### src/rtl/riscv_pkg.sv
// Shared RISC-V encoding constants, immediate range limits and the
// decoded-field bundle used by the instruction encoder.
package riscv_pkg;

    localparam int unsigned XLEN  = 32;
    localparam int unsigned FMT_W = 3;
    localparam int unsigned OPC_W = 7;
    localparam int unsigned REG_W = 5;
    localparam int unsigned F3_W  = 3;
    localparam int unsigned F7_W  = 7;

    localparam logic [FMT_W-1:0] FMT_R = 3'd0;
    localparam logic [FMT_W-1:0] FMT_I = 3'd1;
    localparam logic [FMT_W-1:0] FMT_S = 3'd2;
    localparam logic [FMT_W-1:0] FMT_B = 3'd3;
    localparam logic [FMT_W-1:0] FMT_U = 3'd4;
    localparam logic [FMT_W-1:0] FMT_J = 3'd5;

    localparam logic [OPC_W-1:0] OP_LOAD   = 7'h03;
    localparam logic [OPC_W-1:0] OP_IMM    = 7'h13;
    localparam logic [OPC_W-1:0] OP_STORE  = 7'h23;
    localparam logic [OPC_W-1:0] OP_BRANCH = 7'h63;
    localparam logic [OPC_W-1:0] OP_JAL    = 7'h6F;
    localparam logic [OPC_W-1:0] OP_JALR   = 7'h67;
    localparam logic [OPC_W-1:0] OP_LUI    = 7'h37;
    localparam logic [OPC_W-1:0] OP_AUIPC  = 7'h17;

    // Inclusive signed limits on the full 32-bit immediate
    localparam logic signed [XLEN-1:0] IS_MIN = 32'shFFFF_F800;
    localparam logic signed [XLEN-1:0] IS_MAX = 32'sh0000_07FF;
    localparam logic signed [XLEN-1:0] B_MIN  = 32'shFFFF_F000;
    localparam logic signed [XLEN-1:0] B_MAX  = 32'sh0000_0FFE;
    localparam logic signed [XLEN-1:0] J_MIN  = 32'shFFF0_0000;
    localparam logic signed [XLEN-1:0] J_MAX  = 32'sh000F_FFFE;

    localparam logic [XLEN-1:0] NOP_INSTR = 32'h0000_0013;

    typedef struct packed {
        logic [FMT_W-1:0] fmt;
        logic [OPC_W-1:0] opcode;
        logic [REG_W-1:0] rd;
        logic [REG_W-1:0] rs1;
        logic [REG_W-1:0] rs2;
        logic [F3_W-1:0]  funct3;
        logic [F7_W-1:0]  funct7;
        logic [XLEN-1:0]  imm;
    } fields_t;

    function automatic logic in_range(input logic signed [XLEN-1:0] v,
                                      input logic signed [XLEN-1:0] lo,
                                      input logic signed [XLEN-1:0] hi);
        return (v >= lo) && (v <= hi);
    endfunction

endpackage

### src/rtl/imm_encoder_if.sv
// Field-bundle input stream and encoded-word output stream of the encoder.
interface imm_encoder_if
    import riscv_pkg::*;
#(
    parameter int unsigned ADDR_W = 32
);
    logic             in_valid;
    logic             in_ready;
    logic [FMT_W-1:0] fmt;
    logic [OPC_W-1:0] opcode;
    logic [REG_W-1:0] rd;
    logic [REG_W-1:0] rs1;
    logic [REG_W-1:0] rs2;
    logic [F3_W-1:0]  funct3;
    logic [F7_W-1:0]  funct7;
    logic [XLEN-1:0]  imm;

    logic              out_valid;
    logic              out_ready;
    logic [XLEN-1:0]   out_instr;
    logic [ADDR_W-1:0] out_addr;
    logic              out_err;

    modport master (
        output in_valid, fmt, opcode, rd, rs1, rs2, funct3, funct7, imm, out_ready,
        input  in_ready, out_valid, out_instr, out_addr, out_err
    );

    modport slave (
        input  in_valid, fmt, opcode, rd, rs1, rs2, funct3, funct7, imm, out_ready,
        output in_ready, out_valid, out_instr, out_addr, out_err
    );
endinterface

### src/rtl/imm_pack.sv
// Combinational scatter of decoded fields into a 32-bit instruction word,
// with immediate range checking and NOP substitution on rejection.
module imm_pack
    import riscv_pkg::*;
#(
    parameter logic [XLEN-1:0] NOP_WORD = NOP_INSTR
) (
    input  fields_t         f,
    output logic [XLEN-1:0] word,
    output logic            err
);

    logic signed [XLEN-1:0] simm;
    logic [XLEN-1:0]        raw;
    logic                   bad;

    assign simm = $signed(f.imm);

    always_comb begin
        raw = '0;
        bad = 1'b0;
        case (f.fmt)
            FMT_R: raw = {f.funct7, f.rs2, f.rs1, f.funct3, f.rd, f.opcode};
            FMT_I: begin
                raw = {f.imm[11:0], f.rs1, f.funct3, f.rd, f.opcode};
                bad = !in_range(simm, IS_MIN, IS_MAX);
            end
            FMT_S: begin
                raw = {f.imm[11:5], f.rs2, f.rs1, f.funct3, f.imm[4:0], f.opcode};
                bad = !in_range(simm, IS_MIN, IS_MAX);
            end
            FMT_B: begin
                raw = {f.imm[12], f.imm[10:5], f.rs2, f.rs1, f.funct3,
                       f.imm[4:1], f.imm[11], f.opcode};
                bad = !in_range(simm, B_MIN, B_MAX) || f.imm[0];
            end
            FMT_U: begin
                raw = {f.imm[31:12], f.rd, f.opcode};
                bad = (f.imm[11:0] != 12'd0);
            end
            FMT_J: begin
                raw = {f.imm[20], f.imm[10:1], f.imm[11], f.imm[19:12], f.rd, f.opcode};
                bad = !in_range(simm, J_MIN, J_MAX) || f.imm[0];
            end
            default: bad = 1'b1;
        endcase
        word = bad ? NOP_WORD : raw;
        err  = bad;
    end

endmodule

### src/rtl/imm_encoder.sv
// Two-stage streaming RISC-V instruction encoder: registers decoded fields,
// tags each with an auto-incrementing byte address and emits the packed word.
module imm_encoder
    import riscv_pkg::*;
#(
    parameter int unsigned       ADDR_W    = 32,
    parameter logic [ADDR_W-1:0] BASE_ADDR = '0,
    parameter logic [XLEN-1:0]   NOP_WORD  = NOP_INSTR
) (
    input  logic        clk,
    input  logic        rst_n,
    input  logic        clr,
    imm_encoder_if.slave bus,
    output logic [15:0] err_cnt
);

    localparam logic [15:0] ERR_MAX = 16'hFFFF;

    logic              s1_valid;
    fields_t           s1_f;
    logic [ADDR_W-1:0] s1_addr;
    logic [ADDR_W-1:0] addr_cnt;

    fields_t           in_f_c;
    logic              s2_ready_c;
    logic              in_xfer_c;
    logic              out_xfer_c;
    logic [ADDR_W-1:0] slot_addr_c;
    logic [XLEN-1:0]   word_c;
    logic              err_c;

    assign s2_ready_c  = !bus.out_valid || bus.out_ready;
    assign bus.in_ready = !s1_valid || s2_ready_c;
    assign in_xfer_c   = bus.in_valid && bus.in_ready;
    assign out_xfer_c  = bus.out_valid && bus.out_ready;
    // clr on an accepting cycle hands the word the base address
    assign slot_addr_c = clr ? BASE_ADDR : addr_cnt;

    always_comb begin
        in_f_c        = '0;
        in_f_c.fmt    = bus.fmt;
        in_f_c.opcode = bus.opcode;
        in_f_c.rd     = bus.rd;
        in_f_c.rs1    = bus.rs1;
        in_f_c.rs2    = bus.rs2;
        in_f_c.funct3 = bus.funct3;
        in_f_c.funct7 = bus.funct7;
        in_f_c.imm    = bus.imm;
    end

    // Address counter: wraps naturally modulo 2^ADDR_W
    always_ff @(posedge clk) begin
        if (!rst_n) begin
            addr_cnt <= BASE_ADDR;
        end else if (in_xfer_c) begin
            addr_cnt <= slot_addr_c + ADDR_W'(4);
        end else if (clr) begin
            addr_cnt <= BASE_ADDR;
        end
    end

    // Stage 1: capture fields and their address
    always_ff @(posedge clk) begin
        if (!rst_n) begin
            s1_valid <= 1'b0;
            s1_f     <= '0;
            s1_addr  <= BASE_ADDR;
        end else if (bus.in_ready) begin
            s1_valid <= bus.in_valid;
            if (bus.in_valid) begin
                s1_f    <= in_f_c;
                s1_addr <= slot_addr_c;
            end
        end
    end

    imm_pack #(
        .NOP_WORD (NOP_WORD)
    ) u_pack (
        .f    (s1_f),
        .word (word_c),
        .err  (err_c)
    );

    // Stage 2: encoded word; holds while the consumer stalls
    always_ff @(posedge clk) begin
        if (!rst_n) begin
            bus.out_valid <= 1'b0;
            bus.out_instr <= '0;
            bus.out_addr  <= BASE_ADDR;
            bus.out_err   <= 1'b0;
        end else if (s2_ready_c) begin
            bus.out_valid <= s1_valid;
            if (s1_valid) begin
                bus.out_instr <= word_c;
                bus.out_addr  <= s1_addr;
                bus.out_err   <= err_c;
            end
        end
    end

    // Rejected words are counted once they leave; clr takes priority
    always_ff @(posedge clk) begin
        if (!rst_n) begin
            err_cnt <= '0;
        end else if (clr) begin
            err_cnt <= '0;
        end else if (out_xfer_c && bus.out_err && (err_cnt != ERR_MAX)) begin
            err_cnt <= err_cnt + 16'd1;
        end
    end

endmodule

### src/flat_wrapper.sv
// flat-port wrapper written by rule: the top's interface ports become plain ports
module imm_encoder_flat import riscv_pkg::*;
#(
    parameter int unsigned       ADDR_W    = 32,
    parameter logic [ADDR_W-1:0] BASE_ADDR = '0,
    parameter logic [XLEN-1:0]   NOP_WORD  = NOP_INSTR
)
  (clk, rst_n, clr, err_cnt, bus_in_valid, bus_fmt, bus_opcode, bus_rd, bus_rs1, bus_rs2, bus_funct3, bus_funct7, bus_imm, bus_out_ready, bus_in_ready, bus_out_valid, bus_out_instr, bus_out_addr, bus_out_err);
  imm_encoder_if #(.ADDR_W(ADDR_W)) bus_i ();
  input  logic clk;
  input  logic rst_n;
  input  logic clr;
  output logic [15:0] err_cnt;
  input wire logic [$bits(bus_i.in_valid)-1:0] bus_in_valid;
  input wire logic [$bits(bus_i.fmt)-1:0] bus_fmt;
  input wire logic [$bits(bus_i.opcode)-1:0] bus_opcode;
  input wire logic [$bits(bus_i.rd)-1:0] bus_rd;
  input wire logic [$bits(bus_i.rs1)-1:0] bus_rs1;
  input wire logic [$bits(bus_i.rs2)-1:0] bus_rs2;
  input wire logic [$bits(bus_i.funct3)-1:0] bus_funct3;
  input wire logic [$bits(bus_i.funct7)-1:0] bus_funct7;
  input wire logic [$bits(bus_i.imm)-1:0] bus_imm;
  input wire logic [$bits(bus_i.out_ready)-1:0] bus_out_ready;
  output wire logic [$bits(bus_i.in_ready)-1:0] bus_in_ready;
  output wire logic [$bits(bus_i.out_valid)-1:0] bus_out_valid;
  output wire logic [$bits(bus_i.out_instr)-1:0] bus_out_instr;
  output wire logic [$bits(bus_i.out_addr)-1:0] bus_out_addr;
  output wire logic [$bits(bus_i.out_err)-1:0] bus_out_err;
  assign bus_i.in_valid = bus_in_valid;
  assign bus_i.fmt = bus_fmt;
  assign bus_i.opcode = bus_opcode;
  assign bus_i.rd = bus_rd;
  assign bus_i.rs1 = bus_rs1;
  assign bus_i.rs2 = bus_rs2;
  assign bus_i.funct3 = bus_funct3;
  assign bus_i.funct7 = bus_funct7;
  assign bus_i.imm = bus_imm;
  assign bus_i.out_ready = bus_out_ready;
  assign bus_in_ready = bus_i.in_ready;
  assign bus_out_valid = bus_i.out_valid;
  assign bus_out_instr = bus_i.out_instr;
  assign bus_out_addr = bus_i.out_addr;
  assign bus_out_err = bus_i.out_err;
  imm_encoder #(.ADDR_W(ADDR_W), .BASE_ADDR(BASE_ADDR), .NOP_WORD(NOP_WORD)) u_core (.clk(clk), .rst_n(rst_n), .clr(clr), .bus(bus_i), .err_cnt(err_cnt));
endmodule
### config.mk
export PLATFORM = sky130hd
export DESIGN_NAME = imm_encoder_flat
export DESIGN_NICKNAME = d
export VERILOG_FILES = /design/src/rtl/riscv_pkg.sv /design/src/rtl/imm_encoder_if.sv /design/src/rtl/imm_pack.sv /design/src/rtl/imm_encoder.sv /design/src/flat_wrapper.sv
export SDC_FILE = /design/constraint.sdc
export NUM_CORES = 1
export LEC_CHECK = 0
export CAP_MARGIN = 10
export CORE_ASPECT_RATIO = 0.7
export CORE_UTILIZATION = 48
export DETAILED_ROUTE_END_ITERATION = 8
export GPL_TIMING_DRIVEN = 0
export PLACE_DENSITY_LB_ADDON = 0.12
export SYNTH_ARGS = -nofsm -noshare
export SYNTH_HDL_FRONTEND = slang
export SYNTH_SLANG_ARGS = --single-unit
### constraint.sdc
create_clock -name clk -period 2.87 [get_ports clk]
set_input_delay 0.574 -clock clk [delete_from_list [all_inputs] [get_ports clk]]
set_output_delay 0.574 -clock clk [all_outputs]
set_load 0.03 [all_outputs]
==> flow_metrics.tcl, run 1 <==
set metrics [dict create \
    n_fill_cell 1622 \
    drtAntennaViolNets 0 \
    slew_viol_final 0 \
    clock-skew-final_ns 0.0168 \
    htree_levels 1 \
    fp.dieArea_um2 19400 \
    grt_max_degree 15 \
    diodes 0 \
    synth_nets 1202 \
    status "complete, but fails checks" \
    area_delta_synth_final_pct 28.0 \
    hold_path_class "flop to flop" \
    clkSlewWorstSetupHoldPaths_ns 0.06 \
    max_stage_delay_ns 0.57 \
    clock_tree.buffer_depth 3 \
    cts_hold_buf 0 \
    routed_wl_um 27500 \
    critPathArrivalTime_ns 3.18 \
    leakagePower_uw 0.00384 \
    dp_hpwl_um 19900 \
    hold_viol 0 \
    pre_cts_slack_ns -1.32 \
    crit_top_cell "buf_2" \
    violations "DRC" \
    cap_violations 0 \
    timing.final.ws_setup_ns 0.126 \
    tightest_slew_ns 1.00 \
    endpoint_kind "flop" \
    multi_input_area_um2 4390 \
    place_inst 1518 \
    synth_edf_count 0 \
    worstSetupStartpointType "primary input" \
    track_usage_pct 28.2 \
    cts_buffers 21 \
    path_class "primary input to flop" \
    crit_chain "buf_2 -> clkbuf_8 -> buf_2 -> nor2b_2 -> ha_2 -> nand4_4 -> or4_1 -> buf_2 -> or4_1 -> a21oi_1" \
    rows 41 \
    register_area_um2 4280 \
    cts_tree "done" \
    layout.cells.non_filler 1554 \
    ys_ff_latch 214 \
    vias 8800 \
    period_share_pct 95.6 \
    setup-violations-final 0 \
    drc_errors 9 \
    yosysSeqAreaShare_pct 47.4 \
    core_area_um2 18200 \
    cpMaxStageDelayCell "or4_1" \
    grt_overflow 0 \
    antenna_found_initial 0 \
    dr.pass1.iters 9 \
    maxSlewHeadroom_pct 31.5 \
    synthFlopType "dfxtp_1" \
    fmax_ghz 0.364 \
    clock_sinks 214 \
    synth_top_cell_area_share_pct 47.4 \
    synth_cells 1128 \
    syn-cell-area_um2 9040 \
    drive_gt1_share_pct 4.63 \
    worstPathRequired_ns 3.30 \
    grt_pass1_wl_um 43100 \
    grt_pass1_vias 7883 \
    drt_iter0_markers 899 \
    die_h_um 117 \
    avgRoutedWirePerCell_um 17.7 \
    place_congestion 0.936 \
    nNetsFinal 1379 \
    via_per_inst 5.66 \
    synth.largest_area_cell "dfxtp_1" \
    cp_top_family "simple AND/OR/NAND/NOR gates" \
    power_density_nw_per_um2 559 \
    clk_latency_ns 0.51 \
    finalPower_uw 6470 \
    irDropWorstVdd_v 0.000358 \
    io_buffers 154 \
    synthTopCellsByArea "dfxtp_1, nand2_1, a21oi_1" \
    start_util_pct 49.6 \
    die_x_um 166 \
    worstPathMaxFanout 10 \
    clockRootBuffer "clkbuf_16" \
    grt_setup_unrepaired "false" \
    boundaryPins 155 \
    synthDistinctLibCells 55 \
    ys_warn_count 0 \
    path_buf_inv 4 \
    syn_avg_cell_area_um2 8.01 \
    fin_crit_ns 2.74 \
    ys_async_sr_fraction_pct 0 \
]
cell families after synthesis:
| group | after synthesis | synth area share [%] |
|---|---|---|
| and+or+nand+nor | 506 | 26.0 |
| AOI/OAI and AO/OA | 265 | 18.0 |
| adders and majority gates | 2 | 0.277 |
| buffers and inverters | 102 | 4.25 |
| muxes | 13 | 1.58 |
| DFF | 214 | 47.4 |
| xor gates and xnor gates | 26 | 2.52 |
layout make-up:
cell class	instances	area share, %
clock buffers	30	5.01
well taps	236	2.55
clock inverters	6	0.746
flip-flops and latches	214	37.0
multi-input cells	812	37.9
plain buffers	82	2.79
repair buffers	154	13.3
inverters	20	0.649
worst register-to-register path, cell delays in order (launching register included):
cell      delay [ns]
dfxtp_1         0.58
nand4_1         0.15
nor3_1          0.42
nor3_1          0.13
o32ai_2         0.69
clkbuf_1        0.44
o41ai_1         0.17
flip-flops by register name (all words and copies together), names as in the netlist:
signal and count:
u_core.s1_f 67, u_core.addr_cnt 32, u_core.bus.out_addr 32, u_core.bus.out_instr 32, u_core.s1_addr 32, u_core.err_cnt 16, u_core.bus.out_err 1, u_core.bus.out_valid 1
u_core.s1_valid 1
cell usage in the layout (no fill, tap or decap), drive strengths merged, types with 3 or more instances in the layout:
master / synthesis / routed
xor2: 5 / 5
inv: 20 / 21
mux2i: 3 / 3
and3: 8 / 8
a31o: 3 / 3
or4: 7 / 7
a22oi: 17 / 17
nand2: 288 / 288
nor2: 46 / 46
and2: 9 / 9
or3: 11 / 11
a211oi: 6 / 6
clkbuf: 68 / 99
nand2b: 7 / 7
dfxtp: 214 / 214
nand3: 51 / 51
nor2b: 16 / 16
nor3: 12 / 12
a21oi: 156 / 156
xnor2: 21 / 21
o21ai: 16 / 16
nand4: 17 / 17
a31oi: 4 / 4
nor4: 16 / 16
o21a: 3 / 3
clkdlybuf4s50: 0 / 153
a2111oi: 5 / 5
o22ai: 6 / 6
mux2: 10 / 10
nand3b: 14 / 14
o31ai: 5 / 5
buf: 14 / 14
o41ai: 27 / 27
o2bb2ai: 4 / 4
path summary, 6_finish.rpt:
| kind | start | endpoint | slack (ns) | cells past startpoint |
|---|---|---|---|---|
| max | clr | u_core.addr_cnt[24] | 0.13 | 10 |
| min | u_core.s1_addr[27] | u_core.bus.out_addr[27] | 0.44 | 2 |
| max reg2reg | u_core.s1_f[11] | u_core.bus.out_instr[29] | 0.16 | 6 |
| min reg2reg | u_core.s1_addr[27] | u_core.bus.out_addr[27] | 0.44 | 2 |
synthesized netlist by cell type (15+ instances only):
cell        n
a21oi_1   156
nor2_1     46
clkbuf_1   68
nand4_1    15
o41ai_1    27
xnor2_1    21
nor4_1     15
nand2_1   288
a22oi_1    17
dfxtp_1   214
o21ai_0    16
inv_1      20
nand3_1    49
routing by layer:
layer	part of all wire (%)	vias to the layer above	global-route usage, %
met4	1.5	0	6.42
met2	40	379	39.5
met5	0	-	0
li1	-	4294	-
met1	49	4093	43.4
met3	10	34	6.46
report_power, final:
group	internal [uW]	switching (uW)	total [uW]
Sequential	3040	71.5	3120
Combinational	232	386	618
Clock	1590	1150	2740
Total	4860	1610	6470
through the flow:
stage               utilization, %   TNS [ns]  cell area [um2]  hold WS, ns
floorplan                        -          0             9040        0.429
global placement              59.7     -42.12            10900        0.440
detailed placement            59.7     -43.92            10900        0.446
CTS                           63.5  -0.000953            11600        0.452
global route                  63.5          0            11600        0.469
finish                        63.5          0            11600        0.444
what timing repair did:
action                                  4_1_cts  5_1_grt
buffers inserted                              0        0
gates resized for setup                      11        4
cloned                                        0        0
endpoints found under the setup margin       25       18
No activity file was read; power rests on OpenSTA's default activity.
==> run 2, diff against run 1 <==
--- a/config.mk
+++ b/config.mk
@@ -11,6 +11,7 @@
 export DETAILED_ROUTE_END_ITERATION = 8
 export GPL_TIMING_DRIVEN = 0
 export PLACE_DENSITY_LB_ADDON = 0.12
+export SETUP_SLACK_MARGIN = 0.5
 export SYNTH_ARGS = -nofsm -noshare
 export SYNTH_HDL_FRONTEND = slang
 export SYNTH_SLANG_ARGS = --single-unit
==> run 2 against run 1 <==
  * The flow still finishes with violations (DRC)
  * Non-clock buffer count up 4
  * Critical endpoint is now u_core.bus.out_instr[29]
  * Design area is 1.6% higher
  * Maximum frequency is 17% higher
  * Largest power group unchanged
  * Global-route usage about the same
  * Sequential share of layout area down 0.60 points
  * Total power decreased by 0.56%
==> flow_metrics.tcl, run 2 (synthesis results as in run 1) <==
set metrics [dict create \
    power_density_nw_per_um2 547 \
    slew_viol_final 0 \
    grtUsageMet1_pct 44.4 \
    clock_sinks 214 \
    layout_common_cells "nand2_1, dfxtp_1, a21oi_1" \
    worstSetupStartpointType "flop" \
    use_met3_pct 4.67 \
    nNetsFinal 1383 \
    boundaryPins 155 \
    grt_max_degree 15 \
    grtUsageMet2_pct 39.5 \
    place_congestion 1.03 \
    status "complete, but fails checks" \
    clockRootBuffer "clkbuf_16" \
    path_class "flop to flop" \
    hold_path_class "flop to flop" \
    drtAntennaViolNets 0 \
    clock-skew-final_ns 0.00970 \
    drive_gt1_share_pct 7.94 \
    r2r_setup_slack_ns 0.53 \
    cts_buffers 21 \
    largest_register_ffs 67 \
    start_util_pct 49.6 \
    postLayoutCoreUtil_pct 64.6 \
    vias 8922 \
    hold_viol 0 \
    worstPathMaxFanout 10 \
    cpMaxStageDelayCell "dfxtp_1" \
    busiest_layer "met1" \
    via_per_inst 5.73 \
    rows 41 \
    core_area_um2 18200 \
    fp.dieArea_um2 19400 \
    area_delta_synth_final_pct 30.0 \
    cap_violations 0 \
    cts_tree "done" \
    rr_worst_depth 6 \
    fin_crit_ns 2.34 \
    die_x_um 166 \
    period_share_pct 81.6 \
    r2r_start "u_core.s1_f[0]" \
    totalNegativeSetupSlack_ns 0 \
    track_usage_pct 28.2 \
    grt_setup_unrepaired "true" \
    finalPower_uw 6430 \
    avgRoutedWirePerCell_um 17.9 \
    clk_latency_ns 0.51 \
    holdCritStartpoint "u_core.s1_addr[31]" \
    crit_chain "nand4_1 -> nor3_1 -> nor3_2 -> o32ai_4 -> clkbuf_2 -> o41ai_2" \
    min_to "u_core.bus.out_addr[31]" \
    setup-violations-final 0 \
    dp_hpwl_um 20000 \
    max_stage_delay_ns 0.54 \
    grt_overflow 0 \
    worstPathRequired_ns 3.25 \
    grt_pass1_vias 7851 \
    dr.pass1.iters 7 \
    drc_errors 13 \
    endpoint_kind "flop" \
    io_buffers 154 \
    critPathArrivalTime_ns 2.72 \
    layout_commonest_cell "nand2_1" \
    die_h_um 117 \
    violations "DRC" \
    hold_depth 2 \
    diodes 0 \
    drt_iter0_markers 930 \
    antenna_found_initial 0 \
    maxSlewHeadroom_pct 49.1 \
    fmax_ghz 0.427 \
    clkSlewWorstSetupHoldPaths_ns 0.07 \
    grt_pass1_wl_um 43200 \
    clock_tree.buffer_depth 3 \
    regMostFlops "u_core.s1_f" \
    leakagePower_uw 0.00398 \
    routed_wl_um 27900 \
    r2r_end "u_core.bus.out_instr[29]" \
    irDropWorstVdd_v 0.000368 \
    htree_levels 1 \
    tightest_slew_ns 0.763 \
]
-- run 2: cell types whose count changed in the layout (fill, tap and decap cells not counted), sizes merged --
cell,change
buf,+4
bufinv,-1
clkbuf,-1
clkdlybuf4s15,+1
clkdlybuf4s50,-1
clkinv,+3
clkinvlp,-1
-- run 2: layout make-up --
| class | instances | area, um2 |
|---|---|---|
| Fill cell | 1608 | 6450 |
| Inverter | 20 | 75.1 |
| Timing Repair Buffer | 158 | 1570 |
| Buffer | 82 | 367 |
| Tap cell | 236 | 295 |
| Multi-Input combinational cell | 812 | 4520 |
| Clock buffer | 29 | 586 |
| Sequential cell | 214 | 4280 |
| Clock inverter | 7 | 63.8 |
-- run 2: how the worst max path moves through the flow --
stage                     cells past startpoint  slack [ns]             from                       end
after global routing                          6        0.43  u_core.s1_f[28]  u_core.bus.out_instr[21]
after detailed placement                     10       -0.59              clr       u_core.addr_cnt[24]
after global placement                       10       -0.59              clr       u_core.addr_cnt[24]
after floorplan                               9        0.44              clr       u_core.addr_cnt[30]
final                                         6        0.53   u_core.s1_f[0]  u_core.bus.out_instr[29]
after CTS                                     6        0.50  u_core.s1_f[11]  u_core.bus.out_instr[29]
-- run 2: timing repair --
| action | 4_1_cts | 5_1_grt |
|---|---|---|
| pin swaps | 0 | 3 |
| hold buffers | 0 | 0 |
| setup endpoints to repair | 125 | 70 |
| setup buffers | 0 | 4 |
| resized for setup | 28 | 35 |
-- run 2: per-layer routing --
layer | part of all wire [%] | wire length (um)
met1 | 49 | 13800
met2 | 40 | 11000
met3 | 9.2 | 2560
met4 | 1.8 | 499
met5 | 0 | 0
-- run 2: metrics by stage --
step | hold slack, ns | cells | setup slack [ns] | area, um2
floorplan | 0.429 | 1128 | 0.444 | 9100
global placement | 0.441 | 1518 | -0.593 | 10900
detailed placement | 0.443 | 1518 | -0.594 | 10900
CTS | 0.448 | 1554 | 0.505 | 11600
global route | 0.461 | 1558 | 0.427 | 11800
finish | 0.448 | 1558 | 0.529 | 11800
-- run 2: power by group --
group | internal (uW) | leakage, uW | switching, uW
combinational | 245 | 0.00192 | 396
clock | 1520 | 0.000324 | 1160
sequential | 3040 | 0.00174 | 70.9
-- run 2: critical path, delay by kind of cell, from the launching register on --
kind,cells,cell delay [ns]
buffers and inverters,1,0.33
DFF,1,0.54
and+or+nand+nor,3,0.73
AOI/OAI and AO/OA,2,0.61
==> run 3, diff against run 2 <==
==> constraint.sdc (replaced) <==
create_clock -name clk -period 2.15 [get_ports clk]
set_input_delay 0.43 -clock clk [delete_from_list [all_inputs] [get_ports clk]]
set_output_delay 0.43 -clock clk [all_outputs]
set_load 0.03 [all_outputs]
==> run 3 against run 2 <==
  * Final cell count rose by 4.6%
  * Clock skew increased by 0.00058 ns
  * Non-clock buffer count rose by 72
  * Core utilization is 9.2 points higher
  * Clock power grew 43%
  * Critical path depth did not move
  * Maximum frequency grew 14%
  * Count of clock-buffer cells in the layout increased by 2
  * The flow still finishes with violations (DRC)
  * Routed wire length up 14%
==> flow_metrics.tcl, run 3 (synthesis results as in run 1) <==
set metrics [dict create \
    status "complete, but fails checks" \
    period_share_pct 95.6 \
    cts_buffers 21 \
    n_fill_cell 1314 \
    setup.worst_path.end "u_core.addr_cnt[25]" \
    diodes 0 \
    setup.worst_path.start "u_core.addr_cnt[9]" \
    fin_crit_ns 2.06 \
    clock-skew-final_ns 0.0103 \
    drive_gt1_share_pct 30.7 \
    core_area_um2 18200 \
    setup-violations-final 0 \
    rows 41 \
    place_congestion 1.01 \
    multi_input_area_um2 5300 \
    antenna_found_initial 0 \
    dr.pass1.iters 8 \
    pre_cts_slack_ns -1.19 \
    path_depth 6 \
    violations "DRC" \
    area_delta_synth_final_pct 48.7 \
    timing.final.ws_setup_ns 0.0937 \
    crit_chain "nor2b_4 -> buf_4 -> nand4_1 -> or4_4 -> or3_4 -> a21oi_2" \
    hold_path_class "primary input to flop" \
    cap_violations 0 \
    max_stage_delay_ns 0.60 \
    tightest_slew_ns 0.563 \
    register_area_um2 4400 \
    worstSetupStartpointType "flop" \
    layout_commonest_cell "nand2_1" \
    dp_hpwl_um 19900 \
    cts_tree "done" \
    path_buf_inv 1 \
    nNetsFinal 1455 \
    r2r_start "u_core.addr_cnt[9]" \
    htree_levels 1 \
    boundaryPins 155 \
    cts_hold_buf 0 \
    grt_max_degree 15 \
    maxSlewHeadroom_pct 62.5 \
    leakagePower_uw 0.00511 \
    clock_tree.buffer_depth 3 \
    start_util_pct 49.6 \
    avgRoutedWirePerCell_um 19.5 \
    grt_pass1_vias 8573 \
    regMostFlops "u_core.s1_f" \
    drc_errors 8 \
    slew_viol_final 0 \
    clock_sinks 214 \
    vias 9536 \
    endpoint_kind "flop" \
    clk_latency_ns 0.51 \
    fmax_ghz 0.486 \
    routed_wl_um 31800 \
    io_buffers 154 \
    power_density_nw_per_um2 674 \
    grt_setup_unrepaired "true" \
    grt_pass1_wl_um 47200 \
    rr_worst_depth 6 \
    cp_top_family "simple AND/OR/NAND/NOR gates" \
    drt_iter0_markers 1129 \
    die_x_um 166 \
    fp.dieArea_um2 19400 \
    cpMaxStageDelayCell "or4_4" \
    layout_common_cells "nand2_1, dfxtp_1, a21oi_1" \
    hold_viol 0 \
    worstPathMaxFanout 4 \
    r2r_end "u_core.addr_cnt[25]" \
    die_h_um 117 \
    final_area_um2 13400 \
    grt_overflow 0 \
    path_class "flop to flop" \
    via_per_inst 5.85 \
    largest_register_ffs 67 \
    critPathArrivalTime_ns 2.49 \
    drtAntennaViolNets 0 \
    r2r_setup_slack_ns 0.09 \
    clockRootBuffer "clkbuf_16" \
    worstPathRequired_ns 2.58 \
    clkSlewWorstSetupHoldPaths_ns 0.07 \
    track_usage_pct 31.0 \
    placed_area_um2 11400 \
    irDropWorstVdd_v 0.000452 \
]
==> run 3: metrics by stage <==
step,power [uW],std cells,util [%],hold slack [ns],setup TNS [ns]
detailed placement,5110,1518,62.6,0.440,-105.73
global placement,5100,1518,62.6,0.439,-102.82
global route,9330,1630,73.8,0.377,0
finish,9060,1630,73.8,0.355,0
CTS,8970,1617,72.3,0.348,0
floorplan,4720,1128,-,0.429,-0.365
==> run 3: layout make-up <==
type,count,share of cell area [%]
tap,236,2.20
multi-input combinational,812,39.4
sequential,214,32.7
timing repair buffer,230,15.3
buffer,82,4.51
clock buffer,31,4.87
clock inverter,5,0.382
inverter,20,0.559
==> run 3: worst min path at each step <==
stage | from | end | slack (ns) | cells past startpoint
after floorplan | u_core.addr_cnt[0] | u_core.addr_cnt[0] | 0.43 | 1
after global placement | u_core.s1_f[52] | u_core.s1_f[52] | 0.44 | 2
after detailed placement | u_core.s1_addr[31] | u_core.bus.out_addr[31] | 0.44 | 2
after CTS | clr | u_core.s1_addr[24] | 0.35 | 4
after global routing | clr | u_core.s1_addr[24] | 0.38 | 4
final | clr | u_core.s1_addr[24] | 0.35 | 4
==> run 3: metal layers <==
| metal | vias up | part of all wire (%) | global-route usage (%) |
|---|---|---|---|
| li1 | 4453 | - | - |
| met1 | 4479 | 46 | 46.3 |
| met2 | 530 | 41 | 45.0 |
| met3 | 74 | 11 | 6.66 |
| met4 | 0 | 2.6 | 7.79 |
| met5 | - | 0 | 0 |
==> run 3: timing repair <==
item,in CTS,in global routing
cloned,6,1
endpoints found under the setup margin,294,224
buffers inserted,57,12
gates resized for setup,365,166
pin swaps,52,48
==> run 3: power by group <==
group          total, uW  internal (uW)  switching (uW)
logic               1080            461             620
registers           4150           4050             105
clock network       3830           2220            1600
total               9060           6730            2330
==> run 3: worst reg2reg max path, cell delays in order (launching register included) <==
cell and delay, ns:
dfxtp_1 0.31, nor2b_4 0.18, buf_4 0.16, nand4_1 0.27, or4_4 0.61, or3_4 0.35, a21oi_2 0.11
